[config.mk]
export PLATFORM = sky130hd
export DESIGN_NAME = seq_mult_q15_flat
export DESIGN_NICKNAME = d
export VERILOG_FILES = /design/src/rtl/seq_mult_q15_if.sv /design/src/rtl/seq_mult_q15.sv /design/src/flat_wrapper.sv
export SDC_FILE = /design/constraint.sdc
export NUM_CORES = 1
export LEC_CHECK = 0
export BUFFER_PORTS_ARGS = -buffer_cell sky130_fd_sc_hd__buf_2
export CAP_MARGIN = 20
export CORE_MARGIN = 5
export CORE_UTILIZATION = 30
export DETAILED_ROUTE_END_ITERATION = 12
export MAX_ROUTING_LAYER = met4
export PLACE_DENSITY = 0.46
export SYNTH_ARGS = -nofsm -noshare
export SYNTH_HDL_FRONTEND = slang
export SYNTH_SLANG_ARGS = --single-unit
[constraint.sdc]
create_clock -name clk30x -period 7.5 [get_ports clk30x]
set_input_delay 1.5 -clock clk30x [delete_from_list [all_inputs] [get_ports clk30x]]
set_output_delay 1.5 -clock clk30x [all_outputs]
set_load 0.01 [all_outputs]
[src/rtl/seq_mult_q15_if.sv]
// Handshake and operand/result bundle between the FIR tap sequencer and seq_mult_q15.
//   start   : caller -> multiplier, request strobe (sampled only when idle)
//   a, b    : caller -> multiplier, signed Q1.15 sample and coefficient
//   product : multiplier -> caller, rounded/saturated Q1.15 result
//   busy    : multiplier -> caller, high while a product is being computed
//   done    : multiplier -> caller, one-cycle pulse when product updates
interface seq_mult_q15_if #(
    parameter int unsigned WIDTH = 16
);
    logic             start;
    logic [WIDTH-1:0] a;
    logic [WIDTH-1:0] b;
    logic [WIDTH-1:0] product;
    logic             busy;
    logic             done;

    modport master (
        output start, a, b,
        input  product, busy, done
    );

    modport slave (
        input  start, a, b,
        output product, busy, done
    );
endinterface

[src/rtl/seq_mult_q15.sv]
// Sequential radix-2 Booth multiplier for signed Q1.15 operands.
// One Booth step per clock, WIDTH steps per product, result rounded (or
// truncated) by FRAC bits and saturated to WIDTH bits. Requires FRAC >= 1.
// Ports:
//   clk30x : system clock
//   rst    : synchronous active-high reset
//   bus    : slave side of seq_mult_q15_if (start/a/b in, product/busy/done out)
module seq_mult_q15 #(
    parameter int unsigned WIDTH = 16,
    parameter int unsigned FRAC  = 15,
    parameter int unsigned ROUND = 1
) (
    input  logic            clk30x,
    input  logic            rst,
    seq_mult_q15_if.slave   bus
);

    localparam int unsigned PW = 2 * WIDTH;
    localparam int unsigned CW = $clog2(WIDTH);

    localparam logic signed [PW-1:0] RND_C =
        (ROUND != 0) ? (PW'(1) << (FRAC - 1)) : '0;
    localparam logic signed [PW-1:0] SAT_HI =
        {{(PW-WIDTH+1){1'b0}}, {(WIDTH-1){1'b1}}};
    localparam logic signed [PW-1:0] SAT_LO =
        {{(PW-WIDTH+1){1'b1}}, {(WIDTH-1){1'b0}}};

    typedef enum logic {
        S_IDLE = 1'b0,
        S_RUN  = 1'b1
    } state_e;

    state_e                  state_q, state_d;
    logic signed [PW-1:0]    acc_q, acc_d;
    logic signed [PW-1:0]    mcand_q, mcand_d;   // a << step, sign-extended
    logic [WIDTH:0]          mplr_q, mplr_d;     // {b, b[-1]=0}, shifted right per step
    logic [CW-1:0]           cnt_q, cnt_d;
    logic [WIDTH-1:0]        product_q, product_d;
    logic                    busy_q, busy_d;
    logic                    done_q, done_d;

    logic signed [PW-1:0]    acc_step;
    logic signed [PW-1:0]    acc_rnd;
    logic signed [PW-1:0]    acc_shr;
    logic [WIDTH-1:0]        acc_sat;

    // Booth recoding of the current bit pair {b[i], b[i-1]}
    always_comb begin
        acc_step = acc_q;
        case (mplr_q[1:0])
            2'b01:   acc_step = acc_q + mcand_q;
            2'b10:   acc_step = acc_q - mcand_q;
            default: acc_step = acc_q;
        endcase
    end

    // Round, rescale and clamp the accumulator value after the current step
    always_comb begin
        acc_rnd = acc_step + RND_C;
        acc_shr = acc_rnd >>> FRAC;
        if (acc_shr > SAT_HI) begin
            acc_sat = SAT_HI[WIDTH-1:0];
        end else if (acc_shr < SAT_LO) begin
            acc_sat = SAT_LO[WIDTH-1:0];
        end else begin
            acc_sat = acc_shr[WIDTH-1:0];
        end
    end

    // Next-state and output logic
    always_comb begin
        state_d   = state_q;
        acc_d     = acc_q;
        mcand_d   = mcand_q;
        mplr_d    = mplr_q;
        cnt_d     = cnt_q;
        product_d = product_q;
        busy_d    = busy_q;
        done_d    = 1'b0;

        case (state_q)
            S_IDLE: begin
                if (bus.start) begin
                    state_d = S_RUN;
                    acc_d   = '0;
                    mcand_d = {{WIDTH{bus.a[WIDTH-1]}}, bus.a};
                    mplr_d  = {bus.b, 1'b0};
                    cnt_d   = '0;
                    busy_d  = 1'b1;
                end
            end
            S_RUN: begin
                acc_d   = acc_step;
                mcand_d = mcand_q <<< 1;
                mplr_d  = mplr_q >> 1;
                cnt_d   = cnt_q + CW'(1);
                // Final step: publish the result of this step directly
                if (cnt_q == CW'(WIDTH - 1)) begin
                    state_d   = S_IDLE;
                    product_d = acc_sat;
                    busy_d    = 1'b0;
                    done_d    = 1'b1;
                    cnt_d     = '0;
                end
            end
        endcase
    end

    // State and datapath registers
    always_ff @(posedge clk30x) begin
        if (rst) begin
            state_q   <= S_IDLE;
            acc_q     <= '0;
            mcand_q   <= '0;
            mplr_q    <= '0;
            cnt_q     <= '0;
            product_q <= '0;
            busy_q    <= 1'b0;
            done_q    <= 1'b0;
        end else begin
            state_q   <= state_d;
            acc_q     <= acc_d;
            mcand_q   <= mcand_d;
            mplr_q    <= mplr_d;
            cnt_q     <= cnt_d;
            product_q <= product_d;
            busy_q    <= busy_d;
            done_q    <= done_d;
        end
    end

    assign bus.product = product_q;
    assign bus.busy    = busy_q;
    assign bus.done    = done_q;

endmodule

[src/flat_wrapper.sv]
// flat-port wrapper written by rule: the top's interface ports become plain ports
module seq_mult_q15_flat 
#(
    parameter int unsigned WIDTH = 16,
    parameter int unsigned FRAC  = 15,
    parameter int unsigned ROUND = 1
)
  (clk30x, rst, bus_start, bus_a, bus_b, bus_product, bus_busy, bus_done);
  seq_mult_q15_if #(.WIDTH(WIDTH)) bus_i ();
  input  logic clk30x;
  input  logic rst;
  input wire logic [$bits(bus_i.start)-1:0] bus_start;
  input wire logic [$bits(bus_i.a)-1:0] bus_a;
  input wire logic [$bits(bus_i.b)-1:0] bus_b;
  output wire logic [$bits(bus_i.product)-1:0] bus_product;
  output wire logic [$bits(bus_i.busy)-1:0] bus_busy;
  output wire logic [$bits(bus_i.done)-1:0] bus_done;
  assign bus_i.start = bus_start;
  assign bus_i.a = bus_a;
  assign bus_i.b = bus_b;
  assign bus_product = bus_i.product;
  assign bus_busy = bus_i.busy;
  assign bus_done = bus_i.done;
  seq_mult_q15 #(.WIDTH(WIDTH), .FRAC(FRAC), .ROUND(ROUND)) u_core (.clk30x(clk30x), .rst(rst), .bus(bus_i));
endmodule
# == Word-level counts from Yosys, hierarchy flattened ==
# Cells that the tools add are included.
# word_totals
register_bits,104
out_inout_bits,18
# classes
addsub,4
order_cmp,2
n_eq_ne,5
muxes,19
bitwise,1
n_reduce_logical,3
# ops
op,count
one-hot mux 32 bit (2 select lines),3
2-to-1 mux 32 bit,2
one-hot mux 17 bit (2 select lines),1
adder 32 x 16 -> 32 bit (second input constant),1
adder 32 bit,1
2-to-1 mux 16 bit,2
subtractor 32 bit,1
> comparator 17 x 16 -> 1 bit (second input constant),1
less-than comparator 17 x 16 -> 1 bit (second input constant),1
2-to-1 mux 17 bit,1
2-to-1 mux 4 bit,2
one-hot mux 4 bit (2 select lines),1
2-to-1 mux 1 bit,5
adder 4 x 1 -> 4 bit (second input constant),1
== test 4 bit (second input constant),1
inequality test 2 bit (second input constant),2
one-hot mux 1 bit (2 select lines),2
AND reduction 2 bit,2
== test 2 x 1 -> 1 bit (second input constant),1
== test 2 bit (second input constant),1
OR reduction 2 bit,1
inverter 1 bit,1

# == Depth between registers and ports, before layout ==
# logic_depth
ltp_word,6
depth_mapped,24
ltp_nobuf,21

# == Worst setup path before layout ==
# Ideal clock, no wire load.
# synth_timing
path_kind,register to register
start,register u_core.mcand_q[6]
end,"register u_core.product_q[10], in the netlist u_core.bus.product[10]"
arrival_time_ns,4.516
required_ns,7.365
slack_ns,2.849
stages_incl_launch_ff,22
period_less_slack_ns,4.651
cell_sequence,dfxtp_1 > or4_1 > and4bb_1 > and2_1 > nand2_1 > nor4_1 > nor2_1 > xnor2_1 > ha_1 > buf_2 > nand4_1 > or2_1 > o22ai_1 > nor4_1 > a211oi_4 > a21boi_2 > o211a_4 > nand3_2 > o311a_1 > buf_6 > o21ai_4 > o211ai_1
# synth_between
elab_chain_cells,6
elab_cells_between_ends,8
cone_classes,3 x add/sub; 2 x order compare; 3 x mux
# synth_rtl
element,line_no,text
"start, declared",seq_mult_q15.sv:35,"logic signed [PW-1:0] mcand_q, mcand_d;"
"start signal, assigned",seq_mult_q15.sv:123,mcand_q <= mcand_d;
subtractor 32 bit or adder 32 bit (tied branches),"seq_mult_q15.sv:52, seq_mult_q15.sv:51",
one-hot mux 32 bit (2 select lines) *,seq_mult_q15.sv:50,case (mplr_q[1:0])
adder 32 x 16 -> 32 bit *,seq_mult_q15.sv:59,acc_rnd = acc_step + RND_C;
less-than comparator 17 x 16 -> 1 bit,seq_mult_q15.sv:63,end else if (acc_shr < SAT_LO) begin
2-to-1 mux 16 bit,seq_mult_q15.sv:63,
2-to-1 mux 16 bit *,seq_mult_q15.sv:61,if (acc_shr > SAT_HI) begin
"end signal, assigned",seq_mult_q15.sv:126,product_q <= product_d;
"end, declared",seq_mult_q15.sv:38,"logic [WIDTH-1:0] product_q, product_d;"
# Mark *: on every way between the ends. The rest lies on a longest branch, timed or not.
# A chain may end at the register's enable or synchronous reset.

# == Worst setup path in the final report ==
# layout_timing
start,register u_core.mcand_q[2]
end,"register u_core.product_q[11], in the netlist u_core.bus.product[11]"
# The elaborated chain is that of the path after synthesis.

==> results.json <==
{
  "drv_cap": 0,
  "status": "complete, no violations",
  "comb_power_share_pct": 28.9,
  "globalRouteTotalUtil_pct": 15.7,
  "numCtsBuffers": 9,
  "clock_latency_ns": 0.37,
  "synth-edff-count": 0,
  "wl_per_cell_um": 16.4,
  "routed-via-count": 7076,
  "synth_common_cells": "nor2_1 (166), a21oi_1 (127), dfxtp_1 (104)",
  "yosysSeqAreaShare_pct": 26.7,
  "drive_gt1_share_pct": 11.6,
  "netlist_area_mm2": 0.00780,
  "synthTopCellsByArea": "dfxtp_1 (27%), a21oi_1 (8.2%), nor2_1 (8.0%), ha_1 (5.6%), xnor2_1 (5.6%)",
  "worstPathRequired_ns": 7.72,
  "slew_violations": 0,
  "dr.pass1.iters": 5,
  "cts_sinks": 104,
  "cellInternalPower_mw": 0.972,
  "grt_pass1_wl_um": 36500,
  "synthCells": 1028,
  "yosysUniqueCellTypes": 87,
  "cp.arrival_ns": 5.79,
  "reg2reg_depth": 19,
  "hold_violations": 0,
  "cts_root_buf": "clkbuf_16",
  "p_clk_share_pct": 31.4,
  "yosysTopAreaCell": "dfxtp_1",
  "p_sw_share_pct": 35.9,
  "yosys_warnings": 0,
  "cts_resized": 0,
  "clk_pin_slew_ns": 0.08,
  "seq_area_mm2": 0.00209,
  "grt_max_degree": 104,
  "worst-path-max-fanout": 15,
  "min_path_cells": 2,
  "synth-compound-area-share_pct": 24.9,
  "startpoint_type": "flop",
  "synth.most_common_cell": "nor2_1",
  "synth_top_area_share_pct": 26.7,
  "power_density_mw_per_mm2": 178,
  "clock-skew-final_ns": 0.0122,
  "area_growth_syn_to_layout_pct": 9.48,
  "multi_input_area_mm2": 0.00533,
  "die_h_um": 171,
  "start_util_pct": 30.2,
  "overflow": 0,
  "r2r-start": "u_core.mcand_q[2]",
  "ant_nets": 0,
  "synth-seq-cells": 104,
  "initialDrtViolationCount": 412,
  "dp_hpwl_um": 16300,
  "synth_fp_nets": 1099,
  "synth_simple_gate_area_share_pct": 25.4,
  "ys.flop_type": "dfxtp_1",
  "worst_pin_slew_ns": 1.04,
  "max_freq_ghz": 0.180,
  "fin_crit_ns": 5.57,
  "viasPerCell": 5.16,
  "drc_errors": 0,
  "antenna_cells": 0,
  "end_kind": "flop",
  "postCtsSetupBuffers": 0,
  "pre_cts_slack_ns": 1.95,
  "max_slew_margin_pct": 30.5,
  "hold_slack_ns": 0.447,
  "postCtsHoldBufs": 0,
  "setup_viol": 0,
  "finalCritPeriodShare_pct": 74.2,
  "portBuffers": 52,
  "rsz0062_at_grt": "false",
  "core-area_mm2": 0.0258,
  "ios": 53,
  "p_seq_share_pct": 39.7,
  "wl_um": 22400,
  "setup_tns_ns": 0,
  "crit_start": "u_core.mcand_q[2]",
  "fillCellCount": 2812,
  "synthXorXnorAreaFrac_pct": 7.43,
  "worstSetupPathType": "flop to flop",
  "power_mw": 1.52,
  "cts_buffer_depth": 2,
  "synth.area.mux_share_pct": 4.83,
  "num_rows": 59,
  "p_sw_mw": 0.545,
  "setup_slack_ns": 1.93,
  "cts_htree_levels": 3,
  "die_x_um": 171,
  "gp_congestion": 0.851,
  "hp-class": "flop to flop",
  "die-area_mm2": 0.0293,
  "ir_drop_mv": 0.102,
  "final_nets": 1103,
  "worstHoldStart": "u_core.bus.product[0]",
  "grt_pass1_vias": 6734,
  "cellLeakagePower_nw": 3.27,
  "synth_top_family_by_area": "simple AND/OR/NAND/NOR gates",
  "synthAdderAreaFrac_pct": 5.87,
  "antenna_found_initial": 0,
  "async_reset_ff_share_pct": 0,
  "cts_tree": "yes",
  "synth.avg_cell_area_um2": 7.59
}
final timing paths:
check | slack, ns | endpoint
max reg2reg | 1.93 | u_core.bus.product[11]
max | 1.93 | u_core.bus.product[11]
min reg2reg | 0.45 | u_core.bus.product[0]
min | 0.45 | u_core.bus.product[0]
cells by family (layout without fill, tap and decap cells):
| group | Yosys count | count (layout) |
|---|---|---|
| and+or+nand+nor | 402 | 402 |
| AOI/OAI and AO/OA | 293 | 293 |
| DFF | 104 | 104 |
| buffers and inverters | 92 | 101 |
| xor gates and xnor gates | 64 | 64 |
| muxes | 37 | 37 |
| adders and majority gates | 36 | 36 |
area by class of cell:
type                            instances  area share [%]
Multi-Input combinational cell        832            62.5
Sequential cell                       104            24.4
Tap cell                              335            4.91
Timing Repair Buffer                   61            3.84
Clock buffer                           10            2.68
Inverter                               24            1.06
Clock inverter                          6           0.630
placed cells by master, fill, tap and decap left out, types with 23 or more instances in the layout:
| master | instances |
|---|---|
| ha_1 | 35 |
| nor2_1 | 166 |
| a21oi_1 | 127 |
| nand2_1 | 62 |
| dfxtp_1 | 103 |
| buf_2 | 52 |
| mux2i_1 | 32 |
| inv_1 | 23 |
| o21ai_0 | 33 |
| nor3_1 | 34 |
| xnor2_1 | 50 |
power by group through the flow:
| stage | logic [mW] | clock network, mW | registers (mW) |
|---|---|---|---|
| 2_1_floorplan | 0.350 | 0 | 0.602 |
| 3_3_place_gp | 0.436 | 0 | 0.615 |
| 3_5_place_dp | 0.435 | 0 | 0.615 |
| 4_1_cts | 0.438 | 0.497 | 0.602 |
| 5_1_grt | 0.489 | 0.512 | 0.606 |
| 6_report | 0.438 | 0.476 | 0.602 |
per-layer routing:
metal	up-vias	GRT usage [%]	routed length, um
met3	20	2.07	667
met2	108	23.4	9590
met1	3269	22.8	11800
met4	0	3.65	359
li1	3679	-	-
met5	-	-	0
critical path, cell delays in order (launching register included):
cell      delay (ns)
dfxtp_1         0.38
nor4_1          0.45
and2_1          0.28
nand2_1         0.11
nor4_1          0.31
and2_1          0.23
a21oi_1         0.11
xnor2_1         0.14
ha_1            0.46
nand4_1         0.21
or2_1           0.27
o22ai_1         0.30
nor4_1          0.14
a211oi_4        0.43
a21boi_2        0.24
o211a_4         0.19
nand3_2         0.14
nand3b_1        0.22
o211ai_2        0.62
o211ai_1        0.19
per-stage QoR:
| step | instance area [um2] | utilization, % | std cells |
|---|---|---|---|
| after CTS | 8540 | 33.0 | 1372 |
| after global placement | 8250 | 31.9 | 1356 |
| after floorplan | 7800 | - | 1028 |
| final | 8540 | 33.0 | 1372 |
| after detailed placement | 8250 | 31.9 | 1356 |
| after global routing | 8540 | 33.0 | 1372 |
flip-flops by register name, indices dropped and copies added (netlist names):
| register | flops |
|---|---|
| u_core.acc_q | 32 |
| u_core.bus.busy | 1 |
| u_core.bus.done | 1 |
| u_core.bus.product | 16 |
| u_core.cnt_q | 4 |
| u_core.mcand_q | 32 |
| u_core.mplr_q | 17 |
| u_core.state_q | 1 |
Power figures use the tool's default switching activity.
